==> src/rtl/rr_mux_pkg.sv <==
// Shared types and helpers for the rr_mux_n registered multiplexer.
//   mux_mode_t : run-time mode, external select or round-robin arbitration
//   next_ptr   : successor of a channel index, wrapping at the channel count
package rr_mux_pkg;

  typedef enum logic {
    MODE_SELECT = 1'b0,
    MODE_RR     = 1'b1
  } mux_mode_t;

  // Wraps at the channel count, not at the power of two above it.
  function automatic int unsigned next_ptr(input int unsigned idx, input int unsigned channels);
    return (idx >= channels - 1) ? 0 : idx + 1;
  endfunction

endpackage

==> src/rtl/rr_mux_n_pick.sv <==
// Combinational round-robin pick for rr_mux_n.
// Scans valid_i starting at ptr_i and wrapping modulo CHANNELS; reports the first
// requesting channel.
//   valid_i       : per-channel request vector
//   ptr_i         : highest-priority channel this cycle (always < CHANNELS)
//   grant_o       : index of the picked channel (0 when nothing is picked)
//   grant_valid_o : a channel was picked
module rr_pick
  import rr_mux_pkg::*;
#(
  parameter int unsigned CHANNELS = 8,
  parameter int unsigned SEL_W    = $clog2(CHANNELS)
) (
  input  logic [CHANNELS-1:0] valid_i,
  input  logic [SEL_W-1:0]    ptr_i,
  output logic [SEL_W-1:0]    grant_o,
  output logic                grant_valid_o
);

  logic [SEL_W-1:0] idx;

  always_comb begin
    grant_o       = '0;
    grant_valid_o = 1'b0;
    idx           = ptr_i;
    for (int unsigned k = 0; k < CHANNELS; k++) begin
      if (!grant_valid_o && valid_i[idx]) begin
        grant_o       = idx;
        grant_valid_o = 1'b1;
      end
      idx = SEL_W'(next_ptr(32'(idx), CHANNELS));
    end
  end

endmodule

==> src/rtl/rr_mux_n.sv <==
// N-channel, W-bit registered multiplexer with valid/ready handshakes on every
// input channel and on the output. Mode 0 forwards the channel named by sel,
// mode 1 arbitrates round-robin. One output register stage, full throughput.
// Optional feature macro: RR_MUX_STARVE_EN adds per-channel starvation flags.
//   clk, reset : rising-edge clock, asynchronous active-high reset
//   in_data    : channel i at [i*WIDTH +: WIDTH]
//   in_valid   : per-channel data present
//   in_ready   : per-channel transfer accepted this cycle (at most one bit set)
//   mode       : 0 = select, 1 = round-robin
//   sel        : channel index in select mode (>= CHANNELS never grants)
//   out_data   : registered data of the last accepted word
//   out_chan   : channel that produced out_data
//   out_valid  : out_data holds a word
//   out_ready  : downstream accepts out_data
//   starve     : (RR_MUX_STARVE_EN only) channel waited STARVE_LIMIT cycles
module rr_mux_n
  import rr_mux_pkg::*;
#(
  parameter int unsigned WIDTH        = 64,
  parameter int unsigned CHANNELS     = 8,
  parameter int unsigned SEL_W        = $clog2(CHANNELS),
  parameter int unsigned STARVE_LIMIT = 16
) (
  input  logic                      clk,
  input  logic                      reset,
  input  logic [CHANNELS*WIDTH-1:0] in_data,
  input  logic [CHANNELS-1:0]       in_valid,
  output logic [CHANNELS-1:0]       in_ready,
  input  logic                      mode,
  input  logic [SEL_W-1:0]          sel,
  output logic [WIDTH-1:0]          out_data,
  output logic [SEL_W-1:0]          out_chan,
  output logic                      out_valid,
  input  logic                      out_ready
`ifdef RR_MUX_STARVE_EN
  ,
  output logic [CHANNELS-1:0]       starve
`endif
);

  logic [WIDTH-1:0] chan_data [CHANNELS];

  for (genvar i = 0; i < CHANNELS; i++) begin : g_split
    assign chan_data[i] = in_data[i*WIDTH +: WIDTH];
  end

  logic [WIDTH-1:0] data_q, data_d;
  logic [SEL_W-1:0] chan_q, chan_d;
  logic             valid_q, valid_d;
  logic [SEL_W-1:0] ptr_q, ptr_d;

  logic [SEL_W-1:0] rr_grant;
  logic             rr_grant_valid;
  logic [SEL_W-1:0] grant;
  logic             grant_valid;
  logic             load;
  mux_mode_t        mode_e;

  assign mode_e = mux_mode_t'(mode);

  rr_pick #(
    .CHANNELS (CHANNELS),
    .SEL_W    (SEL_W)
  ) u_pick (
    .valid_i       (in_valid),
    .ptr_i         (ptr_q),
    .grant_o       (rr_grant),
    .grant_valid_o (rr_grant_valid)
  );

  always_comb begin
    grant       = '0;
    grant_valid = 1'b0;
    if (mode_e == MODE_RR) begin
      grant       = rr_grant;
      grant_valid = rr_grant_valid;
    end else if (32'(sel) < CHANNELS) begin
      grant       = sel;
      grant_valid = in_valid[sel];
    end
  end

  assign load = !valid_q || out_ready;

  // Gated by reset so nothing is accepted while the register stage is cleared.
  always_comb begin
    in_ready = '0;
    if (!reset && load && grant_valid) begin
      in_ready[grant] = 1'b1;
    end
  end

  always_comb begin
    data_d  = data_q;
    chan_d  = chan_q;
    valid_d = valid_q;
    ptr_d   = ptr_q;
    if (load) begin
      if (grant_valid) begin
        data_d  = chan_data[grant];
        chan_d  = grant;
        valid_d = 1'b1;
        if (mode_e == MODE_RR) begin
          ptr_d = SEL_W'(next_ptr(32'(grant), CHANNELS));
        end
      end else begin
        valid_d = 1'b0;
      end
    end
  end

  always_ff @(posedge clk or posedge reset) begin
    if (reset) begin
      data_q  <= '0;
      chan_q  <= '0;
      valid_q <= 1'b0;
      ptr_q   <= '0;
    end else begin
      data_q  <= data_d;
      chan_q  <= chan_d;
      valid_q <= valid_d;
      ptr_q   <= ptr_d;
    end
  end

  assign out_data  = data_q;
  assign out_chan  = chan_q;
  assign out_valid = valid_q;

`ifdef RR_MUX_STARVE_EN
  localparam int unsigned CntW = $clog2(STARVE_LIMIT + 1);
  localparam logic [CntW-1:0] CntMax = CntW'(STARVE_LIMIT);

  logic [CntW-1:0] wait_q [CHANNELS];
  logic [CntW-1:0] wait_d [CHANNELS];

  always_comb begin
    for (int unsigned i = 0; i < CHANNELS; i++) begin
      wait_d[i] = '0;
      if (in_valid[i] && !in_ready[i]) begin
        wait_d[i] = (wait_q[i] == CntMax) ? wait_q[i] : wait_q[i] + 1'b1;
      end
      starve[i] = (wait_q[i] == CntMax);
    end
  end

  always_ff @(posedge clk or posedge reset) begin
    if (reset) begin
      for (int unsigned i = 0; i < CHANNELS; i++) begin
        wait_q[i] <= '0;
      end
    end else begin
      for (int unsigned i = 0; i < CHANNELS; i++) begin
        wait_q[i] <= wait_d[i];
      end
    end
  end
`endif

endmodule

==> config.mk <==
export PLATFORM = sky130hd
export DESIGN_NAME = rr_mux_n
export DESIGN_NICKNAME = d
export VERILOG_FILES = /design/src/rtl/rr_mux_pkg.sv /design/src/rtl/rr_mux_n_pick.sv /design/src/rtl/rr_mux_n.sv
export SDC_FILE = /design/constraint.sdc
export NUM_CORES = 1
export LEC_CHECK = 0
export ABC_AREA = 1
export CAP_MARGIN = 10
export CORE_AREA = 8 8 227 229
export DETAILED_ROUTE_END_ITERATION = 12
export DIE_AREA = 0 0 235 237
export GPL_ROUTABILITY_DRIVEN = 0
export GPL_TIMING_DRIVEN = 0
export SYNTH_ARGS = -nofsm -noshare
export SYNTH_HDL_FRONTEND = slang
export SYNTH_SLANG_ARGS = --single-unit
==> constraint.sdc <==
create_clock -name clk -period 8.85 [get_ports clk]
set_input_delay 1.77 -clock clk [delete_from_list [all_inputs] [get_ports clk]]
set_output_delay 1.77 -clock clk [all_outputs]
set_load 0.02 [all_outputs]
==> results.cfg, run 1 <==
[cts]
numClockSinks = 71
clk_pin_slew_ns = 0.06
number_of_clock_buffers_inserted_by_tritoncts = 9
htree_num_levels = 3
cts.root.buffer_cell = sky130_fd_sc_hd__clkbuf_16
clock_latency_of_the_later_clocked_register_in_the_worst_skew_pair_ns = 0.36
max_buffers_root_to_sink = 2
hold_buffers = 0
post-cts-setup-buffers = 0
cts-resized-gates = 0
tritoncts = done

[detailed_routing]
first_drt_iteration_drcs = 1192
antenna_violating_nets_post_route = 0
detail_route.wirelength_um = 68400
wl_per_cell_um = 21.9
vias = 14674
detail_routed_via_count_per_cell = 4.69
drt_pass1_iterations = 5
drt_drc_violations_left = 0

[sta]
achievable-frequency_ghz = 0.120
hold_viol_final = 0
relSlewSlack_pct = 17.0
timing_worst_slew_pin_value_ns = 1.25
period_share_pct = 94.4
layout_min_cycle_time_ns = 8.35
clock_skew_ns = 0.0112
setup-tns-final_ns = 0
postLayoutSetupSlackWorst_ns = 0.500
finalSetupViolCount = 0
unrepaired_setup_endpoints_after_global_routing = false
slew_violations = 0

[hold_path]
hold_path.class = register to register
timing.hold.worst.start = out_chan[0]$_DFFE_PP0P_
worstHoldEndpoint = out_chan[0]$_DFFE_PP0P_
hold-path-cell-count = 2

[run_status]
run_status = finished clean

[setup_path]
r2r_start = ptr_q[0]$_DFFE_PP0P_
rr_worst_depth = 36
timing.critical_path.slowest_cell_delay_ns = 0.63
timing.rr.end = out_data[9]$_DFFE_PP0P_
ff2ff_setup_slack_ns = 2.80
worstPathRequired_ns = 7.08
timing.critical_path.fanout_max = 10
slowest_stage_cell_on_the_critical_path = sky130_fd_sc_hd__clkdlybuf4s50_1
critical_path.startpoint_type = register
cp-end-kind = output port
critPathArrivalTime_ns = 6.58
critical_path_class = register to output port

[die]
design.portCount = 603
die-height_um = 237
core_area_mm2 = 0.0481
std_cell_rows = 81
initial_cell_density_of_the_core_pct = 19.8
die_w_um = 235
die-area_mm2 = 0.0557

[logic_synthesis]
postSynthRegisterBits = 71
synthesized_instance_count = 1884
synth_fp_nets = 2422
synth_cell_type_count = 27
synthesis.area_mm2 = 0.00951
synth-seq-area-share_pct = 18.7
yosysWarnings = 0
syn-mean-instance-area_um2 = 5.05

[power_and_ir_drop]
power_density_mw_per_mm2 = 394
internal-power_w = 0.00256
worst_ir_drop_vdd_uv = 144
post_layout_total_power_w = 0.00659
switching_power_w = 0.00403
netSwitchingFraction_pct = 61.1
leakagePower_nw = 8.39
p_seq_share_pct = 9.1
clk_network_pwr_share_pct = 6.5
portion_of_total_power_attributed_to_combinational_logic_pct = 84.4

[finish]
utilization_pct = 34.7
finalInstanceArea_mm2 = 0.0167
fillCellCount = 5354
number_of_nets_at_the_end_of_the_flow = 3037
syn2layout_area_growth_pct = 75.6
post_route_cells_drive_above_1_share_pct = 7.55

[place]
hpwlAfterDp_um = 56500
dpl-instance-area_mm2 = 0.0164
pre_cts_ws_ns = 0.877
io_buffer_count = 602

[job]
maxCapViolCount = 0

[global_routing]
grt_first_pass_wirelength_um = 97200
largest_net_degree_at_the_start_of_global_routing = 40
grt_use_total_pct = 23.3
grt_pass1_vias = 14807
grt-ovfl-total = 0
antenna_found_initial = 6
## per-stage QoR
step,std cells,hold WS [ns]
after detailed placement,3110,0.482
after floorplan,1884,0.576
final,3128,0.503
after global routing,3128,0.568
after CTS,3126,0.496
after global placement,3108,0.472
## placed cells by master, fill, tap and decap left out, types with 7 or more instances in the layout
cell / count
sky130_fd_sc_hd__buf_2: 61
sky130_fd_sc_hd__buf_4: 16
sky130_fd_sc_hd__clkbuf_1: 37
sky130_fd_sc_hd__clkbuf_16: 9
sky130_fd_sc_hd__clkdlybuf4s50_1: 602
sky130_fd_sc_hd__clkinv_1: 20
sky130_fd_sc_hd__dfrtp_1: 71
sky130_fd_sc_hd__ha_1: 11
sky130_fd_sc_hd__inv_1: 83
sky130_fd_sc_hd__inv_2: 11
sky130_fd_sc_hd__nand2_1: 999
sky130_fd_sc_hd__nand2_2: 7
sky130_fd_sc_hd__nand3_1: 297
sky130_fd_sc_hd__nor2_1: 155
sky130_fd_sc_hd__o21ai_0: 12
sky130_fd_sc_hd__or2_2: 64
## power groups by stage
| stage | combinational, W | clock (W) | sequential, W |
|---|---|---|---|
| after CTS | 0.00556 | 0.000437 | 0.000599 |
| after detailed placement | 0.00554 | 0 | 0.000603 |
| final | 0.00556 | 0.000427 | 0.000602 |
| after global placement | 0.00548 | 0 | 0.000594 |
| after global routing | 0.00610 | 0.000448 | 0.000623 |
| after floorplan | 0.00304 | 0 | 0.000783 |
## layer usage
| layer | vias up | share of wire [%] | wire length (um) | GRT usage, % |
|---|---|---|---|---|
| li1 | 7031 | - | - | - |
| met1 | 6813 | 42 | 28800 | 29.0 |
| met2 | 730 | 47 | 32400 | 39.8 |
| met3 | 100 | 7.6 | 5180 | 4.91 |
| met4 | 0 | 2.9 | 1960 | 7.49 |
| met5 | - | 0 | 0 | 0 |
## cell type report
cell class	count	area (um^2)	share of cell area, %
tap	622	778	4.66
multi-input combinational	1578	6680	40.0
clock buffer	13	260	1.56
sequential	71	1780	10.6
antenna	2	5.00	0.0300
timing repair buffer	604	6080	36.4
inverter	115	434	2.60
clock inverter	3	65.1	0.390
buffer	120	617	3.69
## Yosys cell counts, drive strengths merged
cell    instances  area share (%)
nor2          161             6.6
clkinv         20            0.79
nand2        1006              40
nand3         299              16
buf            85             5.1
nand4           5            0.33
or2            64             4.2
o21ai          18            0.99
ha             11             1.4
o22ai           3            0.20
o211ai          4            0.32
o32ai           1           0.092
dfrtp          71              19
a21oi           5            0.26
clkbuf         35             1.4
nand3b          1           0.079
inv            95             3.8
## sequential cells by signal (all words and copies together), names as in the netlist
| signal | count |
|---|---|
| out_valid | 1 |
| ptr_q | 3 |
| out_chan | 3 |
| out_data | 64 |
## cell families (layout without fill, tap and decap cells)
group / after synthesis / count (layout) / synth area share [%]
other: 0 / 2 / 0
AOI/OAI and AO/OA: 31 / 31 / 1.86
DFF: 71 / 71 / 18.7
and+or+nand+nor: 1536 / 1536 / 67.0
buffers and inverters: 235 / 855 / 11.0
adders and majority gates: 11 / 11 / 1.45
## worst max path at each step
| stage | slack [ns] | cells after the start | end | from |
|---|---|---|---|---|
| final | 0.50 | 33 | in_ready[6] | ptr_q[0]$_DFFE_PP0P_ |
| after global routing | 0.08 | 33 | in_ready[2] | ptr_q[0]$_DFFE_PP0P_ |
| after CTS | 0.47 | 33 | in_ready[6] | ptr_q[0]$_DFFE_PP0P_ |
| after detailed placement | 0.88 | 33 | in_ready[6] | ptr_q[0]$_DFFE_PP0P_ |
| after global placement | 1.01 | 33 | in_ready[2] | ptr_q[0]$_DFFE_PP0P_ |
| after floorplan | 2.74 | 32 | in_ready[2] | ptr_q[0]$_DFFE_PP0P_ |
## worst max-delay path: cells and delay by family (launching register included)
kind | cells | cell delay [ns]
and+or+nand+nor | 16 | 2.24
DFF | 1 | 0.49
AOI/OAI and AO/OA | 1 | 0.09
buffers and inverters | 11 | 2.22
adders and majority gates | 5 | 1.16
Note: power is estimated with default switching activity, not from simulation.
==> inputs of run 2 (changes only) <==
==> constraint.sdc (replaced) <==
create_clock -name clk -period 8.85 [get_ports clk]
set_input_delay 0.885 -clock clk [delete_from_list [all_inputs] [get_ports clk]]
set_output_delay 0.885 -clock clk [all_outputs]
set_load 0.02 [all_outputs]
==> results of run 2 <==
Same layout as run 1 (identical final DEF). Status: finished clean.
Main changes from that run: setup slack after placement 0.877 ns -> 1.76 ns; setup slack after layout 0.500 ns -> 1.38 ns
==> inputs of run 3 (changes only) <==
--- a/config.mk
+++ b/config.mk
@@ -7,9 +7,9 @@
 export LEC_CHECK = 0
 export ABC_AREA = 1
 export CAP_MARGIN = 10
-export CORE_AREA = 8 8 227 229
+export CORE_AREA = 8 8 228 230
 export DETAILED_ROUTE_END_ITERATION = 12
-export DIE_AREA = 0 0 235 237
+export DIE_AREA = 0 0 236 238
 export GPL_ROUTABILITY_DRIVEN = 0
 export GPL_TIMING_DRIVEN = 0
 export SYNTH_ARGS = -nofsm -noshare
==> constraint.sdc (replaced) <==
create_clock -name clk -period 7 [get_ports clk]
set_input_delay 0.7 -clock clk [delete_from_list [all_inputs] [get_ports clk]]
set_output_delay 0.7 -clock clk [all_outputs]
set_load 0.02 [all_outputs]
==> run 3 against run 2 <==
Worst hold slack lost 0.0040 ns. Core utilization shrank 0.14 points. Total power grew 26%. Count of clock-buffer cells in the layout shrank 2. Critical path type unchanged. First-iteration DRC count shrank 11%. Register-to-register slack lost 1.5 ns. Critical endpoint is now in_ready[5]. Clock skew grew 0.00061 ns. Die area grew 0.85%. Sequential cell count is the same.
==> results.cfg, run 3 (synthesized netlist as in run 1, its figures left out) <==
[run_status]
run_status = finished clean

[detailed_routing]
first_drt_iteration_drcs = 1059
wl_per_cell_um = 21.5
drt_drc_violations_left = 0
antenna_violating_nets_post_route = 0
vias = 14508
detail_routed_via_count_per_cell = 4.64
detail_route.wirelength_um = 67400
drt_pass1_iterations = 5

[die]
core_area_mm2 = 0.0483
die-area_mm2 = 0.0562
std_cell_rows = 81
die_w_um = 236
die-height_um = 238
design.portCount = 603
initial_cell_density_of_the_core_pct = 19.7

[sta]
hold_viol_final = 0
relSlewSlack_pct = 27.9
layout_min_cycle_time_ns = 6.44
slew_violations = 0
finalSetupViolCount = 0
clock_skew_ns = 0.0118
timing_worst_slew_pin_value_ns = 1.08
postLayoutSetupSlackWorst_ns = 0.556
unrepaired_setup_endpoints_after_global_routing = false
period_share_pct = 92.1
achievable-frequency_ghz = 0.155
setup-tns-final_ns = 0

[cts]
cts.root.buffer_cell = sky130_fd_sc_hd__clkbuf_16
clk_pin_slew_ns = 0.07
htree_num_levels = 3
numClockSinks = 71
max_buffers_root_to_sink = 2
clock_latency_of_the_later_clocked_register_in_the_worst_skew_pair_ns = 0.37
tritoncts = done
post-cts-setup-buffers = 0
number_of_clock_buffers_inserted_by_tritoncts = 9

[power_and_ir_drop]
leakagePower_nw = 8.44
post_layout_total_power_w = 0.00827
power_density_mw_per_mm2 = 495
worst_ir_drop_vdd_uv = 184

[place]
hpwlAfterDp_um = 56100
pre_cts_ws_ns = 0.273
dp.cells = 3110
io_buffer_count = 602

[global_routing]
grt_first_pass_wirelength_um = 94800
grt_use_total_pct = 22.6
grt_pass1_vias = 14712
antenna_found_initial = 8
largest_net_degree_at_the_start_of_global_routing = 41
grt-ovfl-total = 0

[finish]
layout_commonest_cell = sky130_fd_sc_hd__nand2_1
number_of_nets_at_the_end_of_the_flow = 3034
final_cell_count_no_fill = 3128
most-common-layout-cells = sky130_fd_sc_hd__nand2_1, sky130_fd_sc_hd__clkdlybuf4s50_1, sky130_fd_sc_hd__nand3_1, sky130_fd_sc_hd__nor2_1, sky130_fd_sc_hd__inv_1
post_route_cells_drive_above_1_share_pct = 7.60
utilization_pct = 34.6
syn2layout_area_growth_pct = 75.7
largest_register_ffs = 64

[setup_path]
worstPathRequired_ns = 6.30
critPathArrivalTime_ns = 5.74
cp.buffers_inverters = 11
cp-end-kind = output port
timing.critical_path.slowest_cell_delay_ns = 0.62
slowest_stage_cell_on_the_critical_path = sky130_fd_sc_hd__clkdlybuf4s50_1
critical_path_class = register to output port
critical_path.startpoint_type = register
worst_path_dominant_cell_family = simple AND/OR/NAND/NOR gates
timing.critical_path.fanout_max = 12

[job]
maxCapViolCount = 0

[hold_path]
hold_path.class = register to register
run 3: cell count changes in the layout (fill, tap and decap cells not counted), sizes merged:
cell,change
clkdlybuf4s50,-4
clkinvlp,+1
bufinv,-1
buf,-3
clkbuf,-2
diode,+3
dlymetal6s2s,+4
clkinv,+2
run 3: worst paths after layout:
path | startpoint | to | slack [ns] | cells past startpoint
min reg2reg | out_chan[0]$_DFFE_PP0P_ | out_chan[0]$_DFFE_PP0P_ | 0.50 | 2
min | out_chan[0]$_DFFE_PP0P_ | out_chan[0]$_DFFE_PP0P_ | 0.50 | 2
max reg2reg | ptr_q[0]$_DFFE_PP0P_ | out_data[10]$_DFFE_PP0P_ | 1.28 | 36
min in group asynchronous | reset | out_chan[0]$_DFFE_PP0P_ | 0.75 | 2
max | ptr_q[0]$_DFFE_PP0P_ | in_ready[5] | 0.56 | 33
max in group asynchronous | reset | out_data[40]$_DFFE_PP0P_ | 5.62 | 3
run 3: metal layers:
layer	part of all wire, %	up-vias	global-route usage, %
met5	0.019	-	0
met4	3.1	2	8.03
met3	7.5	110	5.11
met2	47	729	38.5
met1	42	6633	27.9
li1	-	7034	-
run 3: area by class of cell:
class                           instances  area [um^2]
Clock buffer                           11          253
Sequential cell                        71         1780
Antenna cell                            5         12.5
Fill cell                            5384        31600
Timing Repair Buffer                  604         6080
Multi-Input combinational cell       1578         6700
Inverter                              115          437
Buffer                                117          618
Tap cell                              622          778
Clock inverter                          5         56.3
run 3: metrics by stage:
step	hold WS [ns]	area, um^2
after floorplan	0.576	9510
after global placement	0.469	16300
after detailed placement	0.482	16400
after CTS	0.500	16700
after global routing	0.519	16700
final	0.499	16700
run 3: worst min-delay path: stages, from the launching register on:
cell                      delay, ns
sky130_fd_sc_hd__dfrtp_1       0.35
sky130_fd_sc_hd__nand2_1       0.05
sky130_fd_sc_hd__o21ai_0       0.06
run 3: what timing repair did:
item,in CTS,in global routing
endpoints found under the hold margin,0,0
hold buffers,0,0
resized for setup,1,14
setup endpoints to repair,4,8
run 3: power breakdown:
part	internal, W	leakage [nW]	total (W)	switching, W
clock	0.000295	0.152	0.000512	0.000217
combinational	0.00228	7.47	0.00701	0.00473
sequential	0.000635	0.825	0.000749	0.000114
total	0.00321	8.44	0.00827	0.00506
